<file path="config.mk">
export PLATFORM = sky130hd
export DESIGN_NAME = f_fetch_seq_flat
export DESIGN_NICKNAME = d
export VERILOG_FILES = /design/src/rtl/f_fetch_seq_pkg.sv /design/src/rtl/f_fetch_seq_if.sv /design/src/rtl/f_fetch_seq_skid_buf.sv /design/src/rtl/f_fetch_seq.sv /design/src/flat_wrapper.sv
export SDC_FILE = /design/constraint.sdc
export NUM_CORES = 1
export LEC_CHECK = 0
export ABC_AREA = 1
export CAP_MARGIN = 20
export CORE_MARGIN = 10
export CORE_UTILIZATION = 37
export CTS_CLUSTER_DIAMETER = 60
export DETAILED_ROUTE_END_ITERATION = 10
export PLACE_DENSITY = 0.63
export SLEW_MARGIN = 20
export SYNTH_ARGS = -nofsm -noshare
export SYNTH_HDL_FRONTEND = slang
export SYNTH_SLANG_ARGS = --single-unit
</file>
<file path="constraint.sdc">
create_clock -name clk -period 3.4 [get_ports clk]
set_input_delay 0.68 -clock clk [delete_from_list [all_inputs] [get_ports clk]]
set_output_delay 0.68 -clock clk [all_outputs]
set_load 0.02 [all_outputs]
</file>
<file path="src/rtl/f_fetch_seq_pkg.sv">
// Shared constants and types for the MIPS fetch-stage sequencer.
// Holds the FSM encodings, the reset PC, the nop encoding and the buffered fetch entry.
package f_fetch_seq_pkg;

    localparam logic [0:0]  F_IDLE    = 1'b0;
    localparam logic [0:0]  F_REQ     = 1'b1;

    localparam logic [31:0] RESET_PC  = 32'h0000_3000;
    localparam logic [31:0] NOP_INSTR = 32'h0000_0000;

    typedef struct packed {
        logic [31:0] pc;
        logic [31:0] instr;
        logic        adel;
    } fetch_entry_t;

    function automatic logic [31:0] pc_plus4(input logic [31:0] pc);
        return pc + 32'd4;
    endfunction

endpackage

</file>
<file path="src/rtl/f_fetch_seq_if.sv">
// Instruction-memory req/ack port between the fetch sequencer (master) and memory (slave).
interface f_fetch_seq_if;

    logic        imem_req;
    logic [31:0] imem_addr;
    logic        imem_ack;
    logic [31:0] imem_rdata;

    modport master (
        output imem_req,
        output imem_addr,
        input  imem_ack,
        input  imem_rdata
    );

    modport slave (
        input  imem_req,
        input  imem_addr,
        output imem_ack,
        output imem_rdata
    );

endinterface

</file>
<file path="src/rtl/f_fetch_seq_skid_buf.sv">
// One-entry skid buffer holding a fetched instruction while F/D is stalled.
// A push on the same edge as a pop or flush wins and leaves the entry valid.
module f_skid_buf
    import f_fetch_seq_pkg::*;
(
    input  logic         clk,
    input  logic         reset,
    input  logic         push_i,
    input  logic         pop_i,
    input  logic         flush_i,
    input  fetch_entry_t entry_i,
    output logic         valid_o,
    output fetch_entry_t entry_o
);

    logic         valid_q;
    logic         valid_d;
    fetch_entry_t entry_q;
    fetch_entry_t entry_d;

    always_comb begin
        valid_d = valid_q;
        entry_d = entry_q;
        if (push_i) begin
            valid_d = 1'b1;
            entry_d = entry_i;
        end else if (pop_i || flush_i) begin
            valid_d = 1'b0;
        end
    end

    always_ff @(posedge clk or negedge reset) begin
        if (!reset) begin
            valid_q <= 1'b0;
            entry_q <= '0;
        end else begin
            valid_q <= valid_d;
            entry_q <= entry_d;
        end
    end

    assign valid_o = valid_q;
    assign entry_o = entry_q;

endmodule

</file>
<file path="src/rtl/f_fetch_seq.sv">
// Fetch-stage sequencer: owns the fetch PC, runs the imem req/ack port, applies D-stage
// redirects after the delay slot, and buffers fetches against stalls. Optional macro: FETCH_ALIGN_CHECK_EN.
module f_fetch_seq
    import f_fetch_seq_pkg::*;
(
    input  logic          clk,
    input  logic          reset,
    input  logic          stall_i,
    input  logic          redirect_valid,
    input  logic [31:0]   redirect_pc,
    input  logic [31:0]   d_pc,
    f_fetch_seq_if.master imem,
    output logic          f_valid,
    output logic [31:0]   f_pc,
    output logic [31:0]   f_instr,
    output logic          f_adel
);

    logic [0:0]   state_q, state_d;
    logic         run_q;
    logic [31:0]  pc_q, pc_d;
    logic         f_valid_q, f_valid_d;
    fetch_entry_t f_out_q, f_out_d;
    logic         rd_pend_q, rd_pend_d;
    logic [31:0]  rd_tgt_q, rd_tgt_d;
    logic [31:0]  rd_slot_q, rd_slot_d;
    logic         drop_q, drop_d;

    logic         imem_req_w;
    logic [31:0]  imem_addr_w;
    logic         comp;
    logic         consume;
    logic         acc;
    logic [31:0]  slot;
    logic         acc_pend;
    logic         acc_late;
    logic         pend_eff;
    logic [31:0]  tgt_eff;
    logic [31:0]  slot_eff;
    logic         drop_eff;
    logic         comp_keep;
    logic         fetch_adel;
    fetch_entry_t fetch_entry;

    logic         sk_valid;
    fetch_entry_t sk_entry;
    logic         sk_flush;
    logic         sk_live;
    logic         sk_pop;
    logic         sk_push;
    logic         sk_full_next;
    logic         out_free;
    logic         out_from_fetch;

    // run_q keeps req low until the first edge after reset release.
    assign imem_req_w = run_q && (state_q == F_REQ);
    assign comp       = imem_req_w && imem.imem_ack;
    assign consume    = f_valid_q && !stall_i;
    assign acc        = redirect_valid && !stall_i;
    assign slot       = pc_plus4(d_pc);

`ifdef FETCH_ALIGN_CHECK_EN
    assign fetch_adel  = (pc_q[1:0] != 2'b00);
    assign imem_addr_w = pc_q;
`else
    assign fetch_adel  = 1'b0;
    assign imem_addr_w = {pc_q[31:2], 2'b00};
`endif

    assign fetch_entry = '{pc: pc_q,
                           instr: fetch_adel ? NOP_INSTR : imem.imem_rdata,
                           adel: fetch_adel};

    // Slot not yet fetched: park the target until the slot completes.
    // Otherwise the fetch at pc_q is wrong-path and gets replaced or dropped.
    assign acc_pend = acc && (pc_q <= slot);
    assign acc_late = acc && !(pc_q <= slot);

    // Merge an acceptance on this edge with the registered state so a completion
    // on the very same edge already sees it.
    assign pend_eff = rd_pend_q || acc_pend;
    assign tgt_eff  = acc_pend ? redirect_pc : rd_tgt_q;
    assign slot_eff = acc_pend ? slot : rd_slot_q;
    assign drop_eff = drop_q || (acc_late && imem_req_w);

    assign comp_keep = comp && !drop_eff;

    assign sk_flush       = acc && sk_valid && (sk_entry.pc == pc_plus4(slot));
    assign sk_live        = sk_valid && !sk_flush;
    assign out_free       = !f_valid_q || consume;
    assign sk_pop         = out_free && sk_live;
    assign out_from_fetch = out_free && !sk_live && comp_keep;
    assign sk_push        = comp_keep && !out_from_fetch;
    assign sk_full_next   = sk_push || (sk_live && !sk_pop);

    f_skid_buf u_skid (
        .clk     (clk),
        .reset   (reset),
        .push_i  (sk_push),
        .pop_i   (sk_pop),
        .flush_i (sk_flush),
        .entry_i (fetch_entry),
        .valid_o (sk_valid),
        .entry_o (sk_entry)
    );

    always_comb begin
        pc_d      = pc_q;
        rd_pend_d = rd_pend_q;
        rd_tgt_d  = rd_tgt_q;
        rd_slot_d = rd_slot_q;
        drop_d    = drop_q;

        if (acc_pend) begin
            rd_pend_d = 1'b1;
            rd_tgt_d  = redirect_pc;
            rd_slot_d = slot;
        end

        if (acc_late) begin
            if (!imem_req_w) begin
                pc_d = redirect_pc;
            end else if (!comp) begin
                drop_d   = 1'b1;
                rd_tgt_d = redirect_pc;
            end
        end

        if (comp) begin
            if (drop_eff) begin
                pc_d   = drop_q ? rd_tgt_q : redirect_pc;
                drop_d = 1'b0;
            end else if (pend_eff && (pc_q == slot_eff)) begin
                pc_d      = tgt_eff;
                rd_pend_d = 1'b0;
            end else begin
                pc_d = pc_plus4(pc_q);
            end
        end
    end

    always_comb begin
        f_valid_d = f_valid_q;
        f_out_d   = f_out_q;
        if (sk_pop) begin
            f_valid_d = 1'b1;
            f_out_d   = sk_entry;
        end else if (out_from_fetch) begin
            f_valid_d = 1'b1;
            f_out_d   = fetch_entry;
        end else if (consume) begin
            f_valid_d = 1'b0;
        end
    end

    always_comb begin
        state_d = state_q;
        case (state_q)
            F_REQ:   if (comp && sk_full_next) state_d = F_IDLE;
            F_IDLE:  if (!sk_valid && out_free) state_d = F_REQ;
            default: state_d = F_REQ;
        endcase
    end

    always_ff @(posedge clk or negedge reset) begin
        if (!reset) begin
            state_q   <= F_REQ;
            run_q     <= 1'b0;
            pc_q      <= RESET_PC;
            f_valid_q <= 1'b0;
            f_out_q   <= '0;
            rd_pend_q <= 1'b0;
            rd_tgt_q  <= '0;
            rd_slot_q <= '0;
            drop_q    <= 1'b0;
        end else begin
            state_q   <= state_d;
            run_q     <= 1'b1;
            pc_q      <= pc_d;
            f_valid_q <= f_valid_d;
            f_out_q   <= f_out_d;
            rd_pend_q <= rd_pend_d;
            rd_tgt_q  <= rd_tgt_d;
            rd_slot_q <= rd_slot_d;
            drop_q    <= drop_d;
        end
    end

    assign imem.imem_req  = imem_req_w;
    assign imem.imem_addr = imem_addr_w;

    assign f_valid = f_valid_q;
    assign f_pc    = f_out_q.pc;
    assign f_instr = f_out_q.instr;
    assign f_adel  = f_out_q.adel;

endmodule
</file>
<file path="src/flat_wrapper.sv">
// flat-port wrapper written by rule: the top's interface ports become plain ports
module f_fetch_seq_flat import f_fetch_seq_pkg::*;
  (clk, reset, stall_i, redirect_valid, redirect_pc, d_pc, f_valid, f_pc, f_instr, f_adel, imem_imem_req, imem_imem_addr, imem_imem_ack, imem_imem_rdata);
  f_fetch_seq_if imem_i ();
  input  logic clk;
  input  logic reset;
  input  logic stall_i;
  input  logic redirect_valid;
  input  logic [31:0] redirect_pc;
  input  logic [31:0] d_pc;
  output logic f_valid;
  output logic [31:0] f_pc;
  output logic [31:0] f_instr;
  output logic f_adel;
  output wire logic [$bits(imem_i.imem_req)-1:0] imem_imem_req;
  output wire logic [$bits(imem_i.imem_addr)-1:0] imem_imem_addr;
  input wire logic [$bits(imem_i.imem_ack)-1:0] imem_imem_ack;
  input wire logic [$bits(imem_i.imem_rdata)-1:0] imem_imem_rdata;
  assign imem_imem_req = imem_i.imem_req;
  assign imem_imem_addr = imem_i.imem_addr;
  assign imem_i.imem_ack = imem_imem_ack;
  assign imem_i.imem_rdata = imem_imem_rdata;
  f_fetch_seq u_core (.clk(clk), .reset(reset), .stall_i(stall_i), .redirect_valid(redirect_valid), .redirect_pc(redirect_pc), .d_pc(d_pc), .imem(imem_i), .f_valid(f_valid), .f_pc(f_pc), .f_instr(f_instr), .f_adel(f_adel));
endmodule
</file>
==> reports/qor.csv <==
stage,metric,value,unit
timing,min_period_over_period,133,%
worst_setup_path,critPathMostFrequentCell,nand2_2,
layout,layoutNonFillerInstCount,3371,
placed_design,placedCellCount,3230,
worst_setup_path,cp_data_arrival_time,5040,ps
timing,slew_violations,0,
grt,number_of_antenna_violations_at_the_first_check_in_global_routing,0,
pwr,power.combinational.fraction,46.9,%
yosys,ys_seq_elements,230,
route,num_vias,17441,
yosys,synthesis.instances,2304,
route,drtIter0Drc,1804,
timing,worst-slew-pin-transition,666,ps
clock_network,numCtsBuffers,30,
timing,report.final.hold_viol_count,0,
die,start_util,37.5,%
worst_setup_path,setup.worst_path.end,u_core.pc_q[6]$_DFFE_PN0P_,
yosys,synth_top_family_by_area,simple AND/OR/NAND/NOR gates,
die,die_x,226,um
route,vias_per_cell,5.17,
yosys,synth_edf_count,0,
timing,finalWorstPathRequiredPeriod,4530,ps
worst_setup_path,critical_path_class,input pin to flip-flop,
die,chipHeight,226,um
pwr,sw_frac_of_total,39.9,%
placed_design,placement.io_buffers,196,
timing,report.final.setup_viol,198,
flow_run,max_cap_violations,0,
pwr,power.switching,6180,uW
clock_network,clock_sinks,230,
yosys,yosys_warnings,0,
timing,skew,14.7,ps
route,antenna_violating_nets_post_route,0,
outcome,violations,negative setup slack,
worst_setup_path,max_stage_delay,300,ps
yosys,syn_avg_cell_area,6.82,sq um
worst_setup_path,timing.critical_path.slowest_stage_cell,ha_1,
die,ioPinCount,200,
route,route.detailed.drc,0,
pwr,internal_power,9320,uW
die,floorplan.rows,75,
yosys,synth_async_sr_flop_share,100,%
worst_setup_path,worstReg2RegEnd,u_core.pc_q[6]$_DFFE_PN0P_,
clock_network,cts_tree,built,
grt,grt_pass1_wl,91900,um
clock_network,clock_tree.htree_level_count,1,
yosys,yosysUniqueCellTypes,49,
clock_network,cts_max_path_buffers,3,
worst_setup_path,required,3910,ps
worst_setup_path,rr_worst_depth,26,
placed_design,detailed_place_hpwl,43900,um
yosys,yosys.area_share.simple,35.4,%
worst_setup_path,worstReg2RegStart,u_core.pc_q[13]$_DFFE_PN1P_,
worst_setup_path,timing.critical_path.from_type,input pin,
min_path,worstHoldPathType,input pin to async pin,
yosys,seq_area_frac_synth,36.6,%
timing,layout_setup_ws,-1130,ps
route,detail_route.wl_per_cell,18.8,um
timing,slew-limit-headroom,55.6,%
die,floorplan.die_area,51100,sq um
grt,globalRouteOverflowTotal,0,
grt,track_usage,22.5,%
clock_network,clock_tree.root_cell,clkbuf_16,
outcome,status,"finished, violations left",
worst_setup_path,crit_start,d_pc[18],
layout,finish.net_count,2936,
pwr,power.total,15500,uW
grt,grt_start_max_net_pins,78,
die,placeable_core_region,41900,sq um
worst_setup_path,end_kind,flip-flop,
yosys,synth_xor_area_share,5.28,%
pwr,ir_worst_vdd,0.381,mV
layout,drive_above_1_share,28.4,%
yosys,dominantRegCellSynth,dfrtp_1,
layout,area.growth.synth_to_final,50.6,%
pwr,p_per_area,655,nW/um^2
yosys,synth_compound_gate_area_share,9.54,%
route,postRouteWirelength,63400,um
yosys,proportion_of_synthesized_area_in_mux_cells,0,%
route,dr.pass1.iters,5,
pwr,power.share.sequential,30.2,%
clock_network,clk-insertion-delay-late,580,ps
timing,rsz0062_at_grt,true,
grt,grt_pass1_vias,16480,
yosys,synth_fa_ha_area_share,2.15,%
placed_design,place_congestion,0.950,
yosys,syn_area,15700,sq um
worst_setup_path,setup.reg_to_reg.worst_slack,-360,ps
clock_network,cts.clk_slew.worst_paths,60,ps
timing,max_clock_freq,221,MHz
layout,antenna_cells_inserted,0,
pwr,clock_power_share,22.9,%
pwr,total_leakage_power,0.0117,uW
worst_setup_path,worstPathMaxFanout,7,
==> worst min-delay path by stage <==
stage	startpoint	endpoint	slack [ps]	cells past startpoint
detailed placement	u_core.f_instr[25]$_DFFE_PN0P_	u_core.f_instr[25]$_DFFE_PN0P_	470	2
finish	reset	u_core.u_skid.entry_o[31]$_DFFE_PN0P_	80	1
CTS	reset	u_core.u_skid.entry_o[31]$_DFFE_PN0P_	100	1
global route	reset	u_core.u_skid.entry_o[31]$_DFFE_PN0P_	120	1
global placement	u_core.f_instr[6]$_DFFE_PN0P_	u_core.f_instr[6]$_DFFE_PN0P_	460	2
floorplan	reset	u_core.drop_q$_DFF_PN0_	380	0
==> repair_timing <==
item,4_1_cts,5_1_grt
hold buffers,0,0
gates cloned,9,22
setup buffers,34,24
pin swaps,55,65
hold endpoints to repair,0,0
setup endpoints to repair,229,222
gates resized for setup,231,245
==> routing by layer <==
layer / vias to the layer above / GRT usage, % / routed length (um)
met5: - / 0 / 0
met4: 0 / 6.77 / 1880
met3: 118 / 3.13 / 4800
met2: 759 / 35.6 / 29400
met1: 8175 / 31.3 / 27300
li1: 8389 / - / -
==> critical path: cells and delay by family <==
family                     cells  cell delay (ps)
and+or+nand+nor               26             2850
buffers and inverters          7             1090
adders and majority gates      1              300
xor gates and xnor gates       1              110
==> flip-flops by register name, summed over array words and instances (netlist names) <==
register and flops:
u_core.rd_tgt_q 32, u_core.f_valid 1, u_core.drop_q 1, u_core.u_skid.valid_o 1, u_core.run_q 1, u_core.f_pc 32, u_core.state_q 1, u_core.u_skid.entry_o 64
u_core.rd_pend_q 1, u_core.rd_slot_q 32, u_core.f_instr 32, u_core.pc_q 32
==> through the flow <==
step | cell area [sq um] | setup TNS, ps | worst slack, ps | util [%] | hold WS, ps
2_1_floorplan | 15900 | -156300 | -1020 | - | 384
3_3_place_gp | 20300 | -420600 | -2290 | 48.4 | 461
3_5_place_dp | 20300 | -437870 | -2400 | 48.4 | 468
4_1_cts | 22500 | -115800 | -1120 | 53.5 | 99.7
5_1_grt | 23700 | -191990 | -1380 | 56.5 | 117
6_report | 23700 | -153200 | -1130 | 56.5 | 77.2
==> placed cells by master, fill, tap and decap left out, drive strengths merged, types with 80 or more instances in the layout <==
master	count
inv	221
a21oi	109
buf	425
clkdlybuf4s50	170
nand2	815
nor2	140
dfrtp	227
nand3	206
o21ai	173
nand4	80
==> cells in the mapped netlist (27+ instances only) <==
library cell    n  share of area (%)
o21ai_1        65                2.1
nand3_1       204                6.5
xor2_1         72                4.0
clkbuf_1       60                1.4
inv_1         213                5.1
buf_4          39                1.9
ha_1           27                2.1
nand4_1        80                3.2
a21oi_1       109                3.5
nand2_1       796                 19
nor2_1        126                3.0
dfrtp_1       227                 36
o21ai_0       106                3.4
==> power by group through the flow <==
| stage | logic [uW] | registers (uW) | clock network (uW) |
|---|---|---|---|
| 6_report | 7270 | 4680 | 3540 |
| 5_1_grt | 7920 | 4800 | 3700 |
| 4_1_cts | 6640 | 4590 | 3590 |
| 3_5_place_dp | 6390 | 4620 | 0 |
| 3_3_place_gp | 6310 | 4570 | 0 |
| 2_1_floorplan | 3140 | 4900 | 0 |
==> final cells by class <==
type | count | area (sq um)
Clock buffer | 43 | 911
Timing Repair Buffer | 619 | 5950
Multi-Input combinational cell | 1706 | 9340
Sequential cell | 230 | 5760
Clock inverter | 13 | 206
Inverter | 221 | 836
Fill cell | 3804 | 18300
Tap cell | 539 | 674
==> kinds of logic after synthesis <==
family | count (synthesis)
other cells | 2
xor+xnor | 93
buf+inv | 370
simple gates | 1290
flops | 230
compound gates | 292
fa+ha+maj | 27
(Power assumes the default switching activity.)
